--- src/rtl/alu.sv ---
// rtl/alu.sv - single-cycle registered ALU: three carry-chain arithmetic ops and five bitwise ops
module alu #(
    parameter int WIDTH = 8
) (
    input  logic             clk,
    input  logic             rst,
    output logic             c_out,
    output logic [WIDTH-1:0] sum,
    input  logic [2:0]       oper,
    input  logic [WIDTH-1:0] a,
    input  logic [WIDTH-1:0] b,
    input  logic             c_in
);

    logic [WIDTH:0]   res;
    logic [WIDTH:0]   a_ext;
    logic [WIDTH:0]   b_ext;
    logic [WIDTH:0]   na_ext;
    logic [WIDTH:0]   nb_ext;
    logic [WIDTH:0]   ci_ext;
    logic [WIDTH:0]   nci_ext;
    logic [WIDTH-1:0] sum_d;
    logic [WIDTH-1:0] sum_q;
    logic             c_out_d;
    logic             c_out_q;

    // Inverted operands are WIDTH-bit complements, zero-extended before the add,
    // so the carry out of bit WIDTH-1 lands in bit WIDTH as a no-borrow flag.
    always_comb begin
        a_ext   = {1'b0, a};
        b_ext   = {1'b0, b};
        na_ext  = {1'b0, ~a};
        nb_ext  = {1'b0, ~b};
        ci_ext  = {{WIDTH{1'b0}}, c_in};
        nci_ext = {{WIDTH{1'b0}}, ~c_in};
        res     = '0;
        case (oper)
            3'd0:    res = a_ext + b_ext + ci_ext;
            3'd1:    res = a_ext + nb_ext + ci_ext;
            3'd2:    res = b_ext + na_ext + nci_ext;
            3'd3:    res = {1'b0, a | b};
            3'd4:    res = {1'b0, a & b};
            3'd5:    res = {1'b0, (~a) & b};
            3'd6:    res = {1'b0, a ^ b};
            default: res = {1'b0, ~(a ^ b)};
        endcase
    end

    always_comb begin
        sum_d   = res[WIDTH-1:0];
        c_out_d = res[WIDTH];
        if (rst) begin
            sum_d   = '0;
            c_out_d = 1'b0;
        end
    end

    always_ff @(posedge clk) begin
        sum_q   <= sum_d;
        c_out_q <= c_out_d;
    end

    assign sum   = sum_q;
    assign c_out = c_out_q;

endmodule

--- config.mk ---
export PLATFORM = sky130hd
export DESIGN_NAME = alu
export DESIGN_NICKNAME = d
export VERILOG_FILES = /design/src/rtl/alu.sv
export SDC_FILE = /design/constraint.sdc
export NUM_CORES = 1
export LEC_CHECK = 0
export BUFFER_PORTS_ARGS = -buffer_cell sky130_fd_sc_hd__buf_2
export CAP_MARGIN = 20
export CORE_MARGIN = 2
export CORE_UTILIZATION = 35
export DETAILED_ROUTE_END_ITERATION = 8
export GPL_TIMING_DRIVEN = 0
export SYNTH_ARGS = -nofsm -noshare
export SYNTH_HDL_FRONTEND = slang
export SYNTH_SLANG_ARGS = --single-unit
--- constraint.sdc ---
create_clock -name clk -period 2.54 [get_ports clk]
set_input_delay 0.381 -clock clk [delete_from_list [all_inputs] [get_ports clk]]
set_output_delay 0.381 -clock clk [all_outputs]
set_load 0.01 [all_outputs]
==> flow_summary.ini <==
[floorplanning]
boundaryPins = 31
start_util_pct = 35.6
fp.dieW_microns = 78.2
core_sq_um = 5410
std_cell_rows = 27
die_area_sq_um = 6110
die_y_microns = 78.2

[drt]
wl_per_cell_microns = 15.1
drc_errors = 0
postRouteWirelength_microns = 5300
antenna_left = 0
firstDrtPassIters = 4
num_vias = 1977
drt_iter0_drc = 240
vias_per_cell = 5.65

[synthesis]
synth_top_family_by_area = compound AO/OA/AOI/OAI gates
synthSimpleGateAreaFrac_pct = 15.3
async_reset_ff_share_pct = 0
synthMuxAreaShare_pct = 4.68
synthCells = 246
synth_ff_type = dfxtp_1
syn_avg_cell_area_sq_um = 7.83
yosysWarnings = 0
ys_seq_area_share_pct = 9.36
yosys_register_bits = 9
synth_nets = 303
synthDistinctLibCells = 60
yosys.area_share.adder_pct = 25.1
synthXorXnorAreaFrac_pct = 1.82
synth_enable_flop_cells = 0
syn_area_sq_um = 1930
synth_compound_area_share_pct = 33.9

[place]
io_buffers = 28
gp_congestion = 0.879
hpwl_microns = 4220

[cts]
cts_resized = 0
cts_tree = built
clk_pin_slew_ns = 0.04
htree_levels = 1
cts_made_buffers = 3
postCtsHoldBufs = 0
cts.sinks = 9
root_buffer = clkbuf_8
post_cts_buffers = 0
clk_path_buf_depth = 2

[run_status]
status = completed

[min_path]
hold_class = primary input to register
worstHoldPathCells = 2
hold_path_end = sum[6]
worstHoldStart = rst

[cells_and_area]
fillers = 586
fin_nets = 336
ff_latch_area_sq_um = 180
area_delta_synth_final_pct = 14.3
layout-drive-gt1-share_pct = 18.0
diodes = 0
multi_input_area_sq_um = 1560

[global_routing]
antenna_found_initial = 0
use_met2_pct = 27.0
grt-ovfl-total = 0
met1_usage_pct = 25.4
grt_pass1_vias = 1745
grt_first_pass_wirelength_microns = 8510
grt_start_max_net_pins = 11
grt_use_met3_pct = 0.920
grt_usage_pct = 17.1
grt_busiest_layer = met2

[setup_path]
worstPathMaxFanout = 4
crit_top_cell = fa_1
critical_path_required_ns = 2.68
crit_slowest_cell = fa_1
startpoint_type = primary input
path_cells = buf_2 -> inv_1 -> fa_1 -> fa_1 -> xnor2_1 -> mux4_2 -> a21o_1 -> a21oi_1
max_stage_delay_ns = 0.49
arrival_ns = 2.50
critPathKind = primary input to register
crit_path_end_kind = register

[power]
p_leak_nw = 0.997
peakVddDrop_uv = 192
power_mw = 0.702
power.density_nw_per_um2 = 319

[sta]
fmaxAchievable_ghz = 0.424
setup_viol = 0
worstMarginPinSlew_ns = 0.560
slew-limit-headroom_pct = 62.4
min_period_ns = 2.36
post-route-period-util_pct = 93.0
finalHoldViolCount = 0
slew_viol_final = 0
rsz0062_at_grt = no
finalSetupTns_ns = 0

[run]
drv_cap = 0
## cells in the final DEF (no fill, tap or decap), types with 6 or more instances in the layout
cell,synthesis,final
buf_2,8,36
ha_1,29,29
inv_1,23,23
a21oi_1,19,19
nor2_1,14,14
nand2_1,12,12
nor3_1,12,12
clkbuf_1,8,9
dfxtp_1,9,9
a221oi_1,6,6
o21ai_0,7,6
fa_1,6,6
## how the worst max path moves through the flow
stage / startpoint / to / slack [ns]
floorplan: a[0] / sum[2] / 0.32
global placement: a[0] / c_out / -0.10
detailed placement: a[0] / c_out / -0.07
CTS: a[0] / c_out / 0.13
global route: a[0] / c_out / 0.008
finish: a[0] / sum[2] / 0.18
## cell families (layout without fill, tap and decap cells)
family,after synthesis,in the layout
AOI/OAI and AO/OA,89,89
DFF,9,9
and+or+nand+nor,57,57
buffers and inverters,46,78
xor gates and xnor gates,4,4
muxes,6,6
adders and majority gates,35,35
## power by group
part | leakage (nW) | internal, mW | switching [mW]
Sequential | 0.0747 | 0.157 | 0.00280
Clock | 0.0228 | 0.109 | 0.0485
Combinational | 0.900 | 0.152 | 0.233
## per-stage QoR
stage / instance area, sq um / hold WS (ns) / setup WS [ns] / util [%] / instances
global placement: 2160 / 0.774 / -0.102 / 39.9 / 346
detailed placement: 2160 / 0.777 / -0.0707 / 39.9 / 346
floorplan: 1930 / 0.684 / 0.317 / - / 246
finish: 2200 / 0.581 / 0.179 / 40.7 / 350
global route: 2200 / 0.620 / 0.00814 / 40.7 / 350
CTS: 2200 / 0.587 / 0.135 / 40.7 / 350
## routing by layer
layer  part of all wire (%)  vias up
li1                       -      981
met1                     49      907
met2                     43       85
met3                    7.6        4
met4                   0.64        0
met5                      0        -
## cells in the mapped netlist, types with 4 or more instances
master / count / area share [%]
o22ai_1: 5 / 1.6
inv_1: 23 / 4.5
buf_2: 8 / 2.1
dfxtp_1: 9 / 9.4
a221oi_1: 6 / 2.7
fa_1: 6 / 6.2
nand3_1: 4 / 1.0
a21oi_1: 19 / 4.9
ha_1: 29 / 19
nor2_1: 14 / 2.7
inv_2: 4 / 0.78
nor3_1: 12 / 3.1
clkbuf_1: 8 / 1.6
a21o_1: 4 / 1.6
a32o_1: 4 / 2.1
nand2_1: 12 / 2.3
o21ai_0: 7 / 1.8
a211oi_1: 4 / 1.6
a31oi_1: 4 / 1.3
## state kept, by name, indices dropped and copies added, names as in the netlist
register / count
sum: 8
c_out: 1
## area by class of cell
| type | instances | area share (%) |
|---|---|---|
| sequential | 9 | 8.19 |
| buffer | 19 | 4.04 |
| multi-input combinational | 191 | 70.7 |
| timing repair buffer | 28 | 6.37 |
| tap | 72 | 4.09 |
| inverter | 27 | 4.60 |
| clock buffer | 4 | 2.05 |
## critical path, delay by kind of cell
kind / cells / cell delay (ns)
compound gates: 2 / 0.38
xor+xnor: 1 / 0.14
fa+ha+maj: 2 / 0.92
buf+inv: 2 / 0.23
mux: 1 / 0.44
(Power assumes the default switching activity.)
